File: src/rtl/sysbus_mem_if_if.sv
// SysBus/controller/memory signal bundle for sysbus_mem_if; slave modport is the block itself,
// master modport is the controller plus memory side that drives requests, read data and MemReady.
interface sysbus_mem_if_if;
    logic        ReqRead;
    logic        ReqWrite;
    logic [15:0] SysBusIn;
    logic [15:0] DataIn;
    logic        Busy;
    logic        Done;
    logic        Error;
    logic [15:0] MemAddr;
    logic [15:0] MemWData;
    logic [15:0] MemRData;
    logic        MemRe;
    logic        MemWe;
    logic        MemReady;

    modport slave (
        input  ReqRead,
        input  ReqWrite,
        input  SysBusIn,
        input  MemRData,
        input  MemReady,
        output DataIn,
        output Busy,
        output Done,
        output Error,
        output MemAddr,
        output MemWData,
        output MemRe,
        output MemWe
    );

    modport master (
        output ReqRead,
        output ReqWrite,
        output SysBusIn,
        output MemRData,
        output MemReady,
        input  DataIn,
        input  Busy,
        input  Done,
        input  Error,
        input  MemAddr,
        input  MemWData,
        input  MemRe,
        input  MemWe
    );
endinterface

File: src/rtl/sysbus_mem_if.sv
// Single-outstanding SysBus-to-memory access FSM (IDLE/ADDR/ACCESS/DONE); timeout logic under MEMIF_TIMEOUT_EN.
// Latency: request in cycle 0, ADDR 1, ACCESS from 2, Done at 3 + memory wait states.
// Backpressure: MemReady stretches ACCESS; requests outside IDLE are dropped, not queued.
module sysbus_mem_if #(
    parameter int unsigned TIMEOUT_CYCLES = 15
) (
    input  logic           Clock,
    input  logic           nReset,
    sysbus_mem_if_if.slave bus
);

    typedef enum logic [1:0] {
        IDLE   = 2'd0,
        ADDR   = 2'd1,
        ACCESS = 2'd2,
        DONE   = 2'd3
    } state_t;

    state_t      state;
    state_t      state_nxt;
    logic        is_rd;
    logic [15:0] addr_q;
    logic [15:0] wdata_q;
    logic [15:0] rdata_q;
    logic        req;
    logic        timeout;
    logic        busy_c;
    logic        done_c;
    logic        re_c;
    logic        we_c;

    assign req = bus.ReqRead | bus.ReqWrite;

    always_ff @(posedge Clock) begin
        if (!nReset) begin
            state <= IDLE;
        end else begin
            state <= state_nxt;
        end
    end

    always_comb begin
        state_nxt = state;
        busy_c    = 1'b0;
        done_c    = 1'b0;
        re_c      = 1'b0;
        we_c      = 1'b0;
        case (state)
            IDLE: begin
                if (req) begin
                    state_nxt = ADDR;
                end
            end
            ADDR: begin
                busy_c    = 1'b1;
                state_nxt = ACCESS;
            end
            ACCESS: begin
                busy_c = 1'b1;
                re_c   = is_rd;
                we_c   = ~is_rd;
                // MemReady wins over a timeout landing on the same cycle
                if (bus.MemReady || timeout) begin
                    state_nxt = DONE;
                end
            end
            DONE: begin
                busy_c    = 1'b1;
                done_c    = 1'b1;
                state_nxt = IDLE;
            end
            default: begin
                state_nxt = IDLE;
            end
        endcase
    end

    // Read wins over a simultaneous write request
    always_ff @(posedge Clock) begin
        if (!nReset) begin
            is_rd   <= 1'b1;
            addr_q  <= '0;
            wdata_q <= '0;
            rdata_q <= '0;
        end else begin
            case (state)
                IDLE: begin
                    if (req) begin
                        addr_q <= bus.SysBusIn;
                        is_rd  <= bus.ReqRead;
                    end
                end
                ADDR: begin
                    if (!is_rd) begin
                        wdata_q <= bus.SysBusIn;
                    end
                end
                ACCESS: begin
                    if (bus.MemReady && is_rd) begin
                        rdata_q <= bus.MemRData;
                    end
                end
                default: begin
                end
            endcase
        end
    end

`ifdef MEMIF_TIMEOUT_EN
    localparam int unsigned CW = $clog2(TIMEOUT_CYCLES + 1);
    localparam logic [CW-1:0] CNT_LAST = CW'(TIMEOUT_CYCLES - 1);

    logic [CW-1:0] wait_cnt;
    logic          err_q;

    assign timeout = (state == ACCESS) && !bus.MemReady && (wait_cnt == CNT_LAST);

    // Error persists from DONE until the next accepted request
    always_ff @(posedge Clock) begin
        if (!nReset) begin
            wait_cnt <= '0;
            err_q    <= 1'b0;
        end else begin
            if (state == IDLE && req) begin
                err_q <= 1'b0;
            end
            if (state == ADDR) begin
                wait_cnt <= '0;
            end else if (state == ACCESS && !bus.MemReady) begin
                wait_cnt <= wait_cnt + CW'(1);
                if (timeout) begin
                    err_q <= 1'b1;
                end
            end
        end
    end

    assign bus.Error = err_q;
`else
    logic unused_timeout_cfg;

    assign unused_timeout_cfg = (TIMEOUT_CYCLES != 0);
    assign timeout            = 1'b0;
    assign bus.Error          = 1'b0;
`endif

    assign bus.DataIn   = rdata_q;
    assign bus.MemAddr  = addr_q;
    assign bus.MemWData = wdata_q;
    assign bus.Busy     = busy_c;
    assign bus.Done     = done_c;
    assign bus.MemRe    = re_c;
    assign bus.MemWe    = we_c;

endmodule

File: src/flat_wrapper.sv
// flat-port wrapper written by rule: the top's interface ports become plain ports
module sysbus_mem_if_flat 
#(
    parameter int unsigned TIMEOUT_CYCLES = 15
)
  (Clock, nReset, bus_ReqRead, bus_ReqWrite, bus_SysBusIn, bus_MemRData, bus_MemReady, bus_DataIn, bus_Busy, bus_Done, bus_Error, bus_MemAddr, bus_MemWData, bus_MemRe, bus_MemWe);
  sysbus_mem_if_if bus_i ();
  input  logic Clock;
  input  logic nReset;
  input wire logic [$bits(bus_i.ReqRead)-1:0] bus_ReqRead;
  input wire logic [$bits(bus_i.ReqWrite)-1:0] bus_ReqWrite;
  input wire logic [$bits(bus_i.SysBusIn)-1:0] bus_SysBusIn;
  input wire logic [$bits(bus_i.MemRData)-1:0] bus_MemRData;
  input wire logic [$bits(bus_i.MemReady)-1:0] bus_MemReady;
  output wire logic [$bits(bus_i.DataIn)-1:0] bus_DataIn;
  output wire logic [$bits(bus_i.Busy)-1:0] bus_Busy;
  output wire logic [$bits(bus_i.Done)-1:0] bus_Done;
  output wire logic [$bits(bus_i.Error)-1:0] bus_Error;
  output wire logic [$bits(bus_i.MemAddr)-1:0] bus_MemAddr;
  output wire logic [$bits(bus_i.MemWData)-1:0] bus_MemWData;
  output wire logic [$bits(bus_i.MemRe)-1:0] bus_MemRe;
  output wire logic [$bits(bus_i.MemWe)-1:0] bus_MemWe;
  assign bus_i.ReqRead = bus_ReqRead;
  assign bus_i.ReqWrite = bus_ReqWrite;
  assign bus_i.SysBusIn = bus_SysBusIn;
  assign bus_i.MemRData = bus_MemRData;
  assign bus_i.MemReady = bus_MemReady;
  assign bus_DataIn = bus_i.DataIn;
  assign bus_Busy = bus_i.Busy;
  assign bus_Done = bus_i.Done;
  assign bus_Error = bus_i.Error;
  assign bus_MemAddr = bus_i.MemAddr;
  assign bus_MemWData = bus_i.MemWData;
  assign bus_MemRe = bus_i.MemRe;
  assign bus_MemWe = bus_i.MemWe;
  sysbus_mem_if #(.TIMEOUT_CYCLES(TIMEOUT_CYCLES)) u_core (.Clock(Clock), .nReset(nReset), .bus(bus_i));
endmodule
File: config.mk
export PLATFORM = sky130hd
export DESIGN_NAME = sysbus_mem_if_flat
export DESIGN_NICKNAME = d
export VERILOG_FILES = /design/src/rtl/sysbus_mem_if_if.sv /design/src/rtl/sysbus_mem_if.sv /design/src/flat_wrapper.sv
export SDC_FILE = /design/constraint.sdc
export NUM_CORES = 1
export LEC_CHECK = 0
export CAP_MARGIN = 20
export CORE_MARGIN = 10
export CORE_UTILIZATION = 44
export CTS_CLUSTER_DIAMETER = 120
export DETAILED_ROUTE_END_ITERATION = 8
export GPL_TIMING_DRIVEN = 0
export PLACE_DENSITY = 0.9
export SYNTH_ARGS = -nofsm -noshare
export SYNTH_HDL_FRONTEND = slang
export SYNTH_SLANG_ARGS = --single-unit
File: constraint.sdc
create_clock -name Clock -period 3.6 [get_ports Clock]
set_input_delay 0.54 -clock Clock [delete_from_list [all_inputs] [get_ports Clock]]
set_output_delay 0.54 -clock Clock [all_outputs]
set_load 0.01 [all_outputs]
Word level (Yosys, flattened, before mapping)
Cells that the tools add are included.
{"block": "word_totals", "register_bits": 51, "input_bits": 37, "word_cells": 26}
{"block": "op_classes", "eq_ne": 5, "n_mux": 7, "n_bitwise": 2, "n_reduce_logical": 7}
{"operator": "2-bit one-hot mux with 4 select lines", "count": 1}
{"operator": "2-bit AND reduction", "count": 4}
{"operator": "2-bit == test (second input constant)", "count": 2}
{"operator": "1-bit 2-to-1 mux", "count": 4}
{"operator": "2-bit 2-to-1 mux", "count": 2}
{"operator": "3-bit OR reduction", "count": 1}
{"operator": "2-bit by 1-bit == test with 1-bit output (second input constant)", "count": 1}
{"operator": "2-bit logical NOT", "count": 1}
{"operator": "2-bit by 1-bit != test with 1-bit output (second input constant)", "count": 1}
{"operator": "2-bit != test (second input constant)", "count": 1}
{"operator": "1-bit logical AND", "count": 1}
{"operator": "1-bit inverter", "count": 1}
{"operator": "1-bit bitwise OR", "count": 1}

Depth between registers and ports, before layout
Gate-level depths: netlist of run 1.
{"block": "depth", "ltp_word": 3, "ltp_mapped": 7, "ltp_nobuf": 5}

Worst setup path after synthesis of run 1
Ideal clock, no wire load.
{"block": "synth_path", "path_kind": "register -> output", "start": "register u_core.state[0]", "end": "output port bus_MemWe", "arrival_ns": 0.839, "t_required_ns": 3.060, "slack_ns": 2.221, "stages_incl_launch_ff": 4, "path_buffers": 0, "cell_sequence": "dfxtp_1 > inv_1 > ha_1 > and2b_2"}
{"block": "synth_via", "elab_chain_cells": 2}
{"item": "start, declared", "line": "sysbus_mem_if.sv:19", "rtl": "state_t state;"}
{"item": "start signal, assigned", "line": "sysbus_mem_if.sv:38", "rtl": "state <= state_nxt;"}
{"item": "2-bit == test", "line": "sysbus_mem_if.sv:48", "rtl": "case (state)"}
{"item": "1-bit 2-to-1 mux", "line": "sysbus_mem_if.sv:48"}
{"item": "end, declared", "line": "flat_wrapper.sv:22", "rtl": "output wire logic [$bits(bus_i.MemWe)-1:0] bus_MemWe;"}
Every way passes these cells.

Worst setup path in the final report of run 1
{"block": "layout_path", "start": "register u_core.state[1]", "end": "output port bus_Busy"}
{"block": "layout_via", "elab_chain_cells": 3, "elab_cells_between_ends": 5, "cone_classes": "eq/ne (3); mux (1); reduce/logical (1)"}
{"item": "2-bit == test / 2-bit by 1-bit == test with 1-bit output (equally long branches)", "line": "sysbus_mem_if.sv:48"}
{"item": "3-bit OR reduction (no line) *"}
{"item": "1-bit 2-to-1 mux *", "line": "sysbus_mem_if.sv:48"}
{"item": "end, declared", "line": "flat_wrapper.sv:16", "rtl": "output wire logic [$bits(bus_i.Busy)-1:0] bus_Busy;"}
Mark *: on every way between the ends. The rest lies on a longest branch, timed or not.

==> metrics.yaml, run 1 <==
clock_network:
  cts_hold_buf: 0
  cts-root-buf: "clkbuf_8"
  insertion_delay_ns: 0.30
  clk_path_buf_depth: 2
  cts_buffers: 5
  cts_resized: 0
  post_cts_buffers: 0
  h-tree-depth: 2
  path_clk_slew_ns: 0.09
  clkSinkCount: 51
  cts_tree: "yes"
power:
  leakage_nw: 1.116
  ir_drop_uv: 239.8
  powerDensity_nw_per_um2: 552.5
critical_path:
  cp_max_fo: 6
  crit_slowest_cell: "clkdlybuf4s50_1"
  crit_type: "reg2out"
  worstReg2RegStart: "u_core.state[0]"
  max_stage_delay_ns: 0.53
  end_kind: "output pin"
  cp.required_ns: 3.06
  critPathLaunch: "u_core.state[1]"
  cp_common_cell: "inv_1"
  cp-start-kind: "flop"
  critPathArrivalTime_ns: 1.72
  path_cells: "inv_1 -> ha_1 -> inv_1 -> clkdlybuf4s50_1"
floorplanning:
  die_h_um: 87.85
  start_util: 0.4589
  core_um2: 4414
  dieArea_um2: 7718
  io_pins: 90
  rows: 24
  die_w_um: 87.85
worst_hold_path:
  min_path_type: "reg2reg"
  min_from: "u_core.bus.MemAddr[9]"
timing:
  min_period_ns: 2.257
  hold_viol: 0
  tns_ns: 0
  period_share: 0.6270
  fin_skew_ns: 0.003805
  worstMarginPinSlew_ns: 0.5643
  setup_violations: 0
  slew_violations: 0
  rsz0062_at_grt: "false"
  fmax_mhz: 443.0
  relSlewSlack: 0.6238
routing:
  via_per_inst: 4.886
  num_vias: 1891
  drtPass1Iterations: 4
  wl_per_cell_um: 14.88
  finalWirelength_mm: 5.757
  drt_iter0_markers: 66
  ant_nets: 0
  route.detailed.drc: 0
global_route:
  grt_max_degree: 16
  track_usage: 0.1443
  grt_antenna_before_repair: 0
  grt_pass1_wl_mm: 9.059
  grt_pass1_vias: 1906
  overflow: 0
synthesis:
  synth.avg_cell_area_um2: 8.476
  ys_ff_latch: 51
  postSynthNetCount: 282
  synth_cell_types: 27
  yosysWarnings: 0
  seq_area_frac_synth: 0.5040
  syn_area_um2: 2026
  synth_cells: 239
final_layout:
  fill_cells: 365
  antenna_cells: 0
  final_cell_mix: "nand2_1, clkdlybuf4s50_1, dfxtp_1, a21oi_1, a21oi_2"
  drive_above_1_share: 0.1254
  regArea_um2: 1021
  final_util: 0.6967
  area_growth_pct: 51.82
  nNetsFinal: 377
  mostFrequentLayoutCell: "nand2_1"
  multi_input_area_um2: 869.6
placement:
  dp_hpwl_mm: 4.593
  place.gp.congestion: 0.8242
  port_buffers: 88
run_status:
  status: "finished, final reports clean"
flow_run:
  max_cap_violations: 0
-- where the power goes --
group          switching, W  leakage [nW]  total (W)  internal (W)
sequential        0.0000502         0.415   0.000696      0.000646
combinational      0.000313         0.651   0.000640      0.000327
clock              0.000188        0.0505   0.000363      0.000175
total              0.000551          1.12    0.00170       0.00115
-- metal layers --
metal | part of all wire | GRT usage
met5 | 0 | 0
met2 | 0.48 | 0.2500
met3 | 0.12 | 0.06778
met1 | 0.39 | 0.1553
met4 | 0.0083 | 0.03478
-- path summary, 6_finish.rpt --
| path | endpoint | slack (ns) | cells past startpoint |
|---|---|---|---|
| setup / recovery | bus_Busy | 1.34 | 4 |
| hold / removal | u_core.bus.MemAddr[9] | 0.46 | 2 |
| setup reg to reg | u_core.bus.DataIn[13] | 2.02 | 6 |
| hold reg to reg | u_core.bus.MemAddr[9] | 0.46 | 2 |
-- critical path: cells and delay by family (launching register included) --
kind	cells	cell delay (ns)
fa+ha+maj	1	0.29
buf+inv	3	0.72
flops	1	0.41
-- logic make-up after synthesis --
| group | count (synthesis) | share of synthesized area |
|---|---|---|
| compound gates | 54 | 0.1723 |
| fa+ha+maj | 6 | 0.03706 |
| simple gates | 106 | 0.2131 |
| buf+inv | 20 | 0.06671 |
| flops | 51 | 0.5040 |
| mux | 1 | 0.004942 |
| other cells | 1 | 0.001851 |
-- layout make-up --
class	instances	area share
clock inverters	1	0.002441
plain buffers	15	0.03784
repair buffers	88	0.2864
flip-flops and latches	51	0.3320
well taps	52	0.02116
multi-input cells	168	0.2828
inverters	5	0.006103
clock buffers	7	0.03133
-- stage by stage --
step	std cells	hold WS [ns]	area (µm²)	setup slack (ns)	power, W
after floorplan	239	0.4805	2026	2.221	0.001060
after global placement	379	0.4406	2972	1.685	0.001332
after detailed placement	379	0.4472	2972	1.659	0.001356
after CTS	387	0.4601	3075	1.321	0.001716
after global routing	387	0.4773	3075	1.231	0.001800
final	387	0.4587	3075	1.343	0.001699
-- Yosys cell counts --
cell      number  area [µm²]
clkbuf_1       2       7.510
a221o_2        1       11.26
a21oi_1       37       185.2
and3_1         1       6.260
a21oi_2       12       105.1
nor2b_1        1       6.260
buf_12         1       20.02
conb_1         1       3.750
inv_1          5       18.77
clkbuf_2       1       5.000
o21a_4         1       15.01
nand3_1        1       5.000
mux2i_1        1       10.01
buf_6          3       33.78
nand2b_1       1       6.260
o21ai_4        1       16.27
ha_1           6       75.07
nand2_1       96       360.4
and2b_2        1       8.760
o31a_1         1       8.760
dfxtp_1       51        1021
buf_2          4       20.02
and2_2         1       7.510
o21a_1         1       7.510
nand2_2        3       18.77
nor3b_2        1       12.51
buf_4          4       30.03
-- flip-flops by register name, summed over array words and instances, names as in the netlist --
name,count
u_core.bus.MemWData,16
u_core.bus.DataIn,16
u_core.is_rd,1
u_core.state,2
u_core.bus.MemAddr,16
No activity file was read; power rests on OpenSTA's default activity.
==> run 2: changes to the inputs <==
--- a/config.mk
+++ b/config.mk
@@ -7,11 +7,11 @@
 export LEC_CHECK = 0
 export CAP_MARGIN = 20
 export CORE_MARGIN = 10
-export CORE_UTILIZATION = 44
+export CORE_UTILIZATION = 37
 export CTS_CLUSTER_DIAMETER = 120
 export DETAILED_ROUTE_END_ITERATION = 8
 export GPL_TIMING_DRIVEN = 0
-export PLACE_DENSITY = 0.9
+export PLACE_DENSITY = 0.81
 export SYNTH_ARGS = -nofsm -noshare
 export SYNTH_HDL_FRONTEND = slang
 export SYNTH_SLANG_ARGS = --single-unit
==> constraint.sdc (replaced) <==
create_clock -name Clock -period 2 [get_ports Clock]
set_input_delay 0.3 -clock Clock [delete_from_list [all_inputs] [get_ports Clock]]
set_output_delay 0.3 -clock Clock [all_outputs]
set_load 0.01 [all_outputs]
==> metrics.yaml, run 2 (synthesis gave the netlist of run 1 again) <==
run_status:
  status: "finished, final reports clean"
clock_network:
  path_clk_slew_ns: 0.08  # about the same
  h-tree-depth: 2  # unchanged
  cts-root-buf: "clkbuf_8"
  clkSinkCount: 51  # unchanged
  insertion_delay_ns: 0.29  # about the same
  cts_hold_buf: 0  # unchanged
  cts_buffers: 5  # unchanged
  clk_path_buf_depth: 2  # unchanged
  cts_tree: "yes"
final_layout:
  regArea_um2: 1023  # +0.24%
  antenna_cells: 0  # unchanged
  area_growth_pct: 52.25
  final_cell_mix: "nand2_1, clkdlybuf4s50_1, dfxtp_1, a21oi_1, a21oi_2"
  nNetsFinal: 377  # unchanged
  drive_above_1_share: 0.1313  # +0.005970
  fill_cells: 486  # +33%
  multi_input_area_um2: 872.1  # +0.29%
  mostFrequentLayoutCell: "nand2_1"
  fin_cells: 405  # +4.7%
power:
  seqPwrFrac: 0.422  # +0.012
  clockPowerShare: 0.192  # -0.022
  sw_frac_of_total: 0.3264  # +0.002225
  leakage_nw: 1.106  # -0.88%
  powerDensity_nw_per_um2: 965.7  # +75%
  ir_drop_uv: 471.6  # +97%
  switching_power_w: 0.0009721  # +76%
  internal_power_w: 0.002006  # +75%
  comb_power_share: 0.386  # +0.009
timing:
  hold_viol: 0  # unchanged
  setup_violations: 0  # unchanged
  fmax_mhz: 525.3
  worstMarginPinSlew_ns: 0.5489  # -0.01543 ns
  min_period_ns: 1.904
  period_share: 0.9519
  fin_skew_ns: 0.007646  # +0.003841 ns
  relSlewSlack: 0.6341  # +0.01028
  rsz0062_at_grt: "false"
  tns_ns: 0  # unchanged
  slew_violations: 0  # unchanged
global_route:
  grt_pass1_wl_mm: 9.080  # +0.23%
  overflow: 0  # unchanged
  track_usage: 0.1256  # -0.01869
  grt_max_degree: 16  # unchanged
  grt_antenna_before_repair: 0  # unchanged
  grt_pass1_vias: 1911  # +0.26%
critical_path:
  critPathLaunch: "u_core.state[0]"
  cp-start-kind: "flop"
  critPathArrivalTime_ns: 1.60  # -0.12 ns
  r2r_slack_ns: 0.50  # -1.52 ns
  r2r_cells: 6  # unchanged
  path_depth: 4  # unchanged
  cp_max_fo: 4  # -2
  r2r-end: "u_core.bus.DataIn[7]"
  path_cells: "inv_1 -> ha_1 -> and2b_2 -> clkdlybuf4s50_1"
  cp.required_ns: 1.70  # -1.36 ns
  crit_buf_inv: 2  # -1
  crit_path_end: "bus_MemWe"
  end_kind: "output pin"
  worstReg2RegStart: "u_core.state[0]"
  crit_slowest_cell: "clkdlybuf4s50_1"
  crit_type: "reg2out"
  cpLargestDelayFamily: "buffers and inverters"
  max_stage_delay_ns: 0.47  # -0.06 ns
routing:
  drt_iter0_markers: 38  # -42%
  num_vias: 1836  # -2.9%
  route.detailed.drc: 0  # unchanged
  wl_per_cell_um: 13.86  # -6.8%
  via_per_inst: 4.533  # -7.2%
  finalWirelength_mm: 5.615  # -2.5%
  drtPass1Iterations: 4  # unchanged
  ant_nets: 0  # unchanged
placement:
  dp_cells: 397  # +4.7%
  port_buffers: 88  # unchanged
  place.gp.congestion: 0.7015  # -15%
  dp_hpwl_mm: 4.448  # -3.2%
floorplanning:
  dieArea_um2: 8834  # +14%
  die_w_um: 93.99  # +7.0%
  rows: 26  # +8.3%
  core_um2: 5205  # +18%
  die_h_um: 93.99  # +7.0%
  io_pins: 90  # unchanged
  start_util: 0.3892  # -0.06972
worst_hold_path:
  min_path_type: "reg2reg"
flow_run:
  max_cap_violations: 0  # unchanged
-- run 2: cell types whose count changed in the layout (fill, tap and decap cells not counted) --
cell      delta
dfxtp_1      -2
clkbuf_1     +1
ha_1         -1
dfxtp_2      +2
clkbuf_8     -2
ha_2         +1
clkinv_2     +1
-- run 2: per-stage QoR --
| step | setup slack, ns | util | hold WS, ns | power [W] | cell area, µm² |
|---|---|---|---|---|---|
| floorplan | 0.6638 | - | 0.4269 | 0.001909 | 2026 |
| CTS | 0.01634 | 0.5921 | 0.4582 | 0.003022 | 3082 |
| global placement | 0.3192 | 0.5752 | 0.4404 | 0.002406 | 2994 |
| finish | 0.09624 | 0.5925 | 0.4591 | 0.002978 | 3084 |
| detailed placement | 0.2925 | 0.5752 | 0.4457 | 0.002440 | 2994 |
| global route | 0.01195 | 0.5925 | 0.4756 | 0.003197 | 3084 |
-- run 2: per-layer routing --
metal  GRT usage  vias up  routed length (µm)
met2      0.2160       50                2773
met5           0        -                   0
met4     0.02658        0                  20
met1      0.1360      831                2265
met3     0.06155        2                 555
li1            -      953                   -
-- run 2: power groups by stage --
stage / logic [W] / registers, W / clock network (W)
global placement: 0.00114 / 0.00127 / 0
global route: 0.00128 / 0.00128 / 0.000642
detailed placement: 0.00116 / 0.00128 / 0
CTS: 0.00117 / 0.00125 / 0.000597
finish: 0.00115 / 0.00126 / 0.000571
floorplan: 0.000585 / 0.00132 / 0
-- run 2: worst min-delay path by stage --
stage | from | end | cells past startpoint
after detailed placement | u_core.bus.DataIn[2] | u_core.bus.DataIn[2] | 2
after global placement | u_core.bus.MemWData[9] | u_core.bus.MemWData[9] | 2
after floorplan | bus_MemRData[13] | u_core.bus.DataIn[13] | 2
after global routing | u_core.bus.DataIn[2] | u_core.bus.DataIn[2] | 2
final | u_core.bus.DataIn[2] | u_core.bus.DataIn[2] | 2
after CTS | u_core.bus.DataIn[2] | u_core.bus.DataIn[2] | 2
-- run 2: timing repair --
action,4_1_cts,5_1_grt
setup buffers,0,0
endpoints found under the hold margin,0,0
gates resized for setup,1,2
setup endpoints to repair,1,3
-- run 2: final cells by class --
class                      instances  area share
multi-input combinational        168      0.2828
clock inverter                     2    0.004057
buffer                            15     0.03773
inverter                           5    0.006085
clock buffer                       6     0.02353
timing repair buffer              88      0.2856
sequential                        51      0.3318
tap                               70     0.02840
-- run 2: worst reg2reg max path: stages (launching register included) --
cell and delay, ns:
dfxtp_2 0.36, inv_1 0.09, ha_1 0.25, nand3_1 0.25, buf_2 0.27, nand2_1 0.10, a21oi_2 0.13
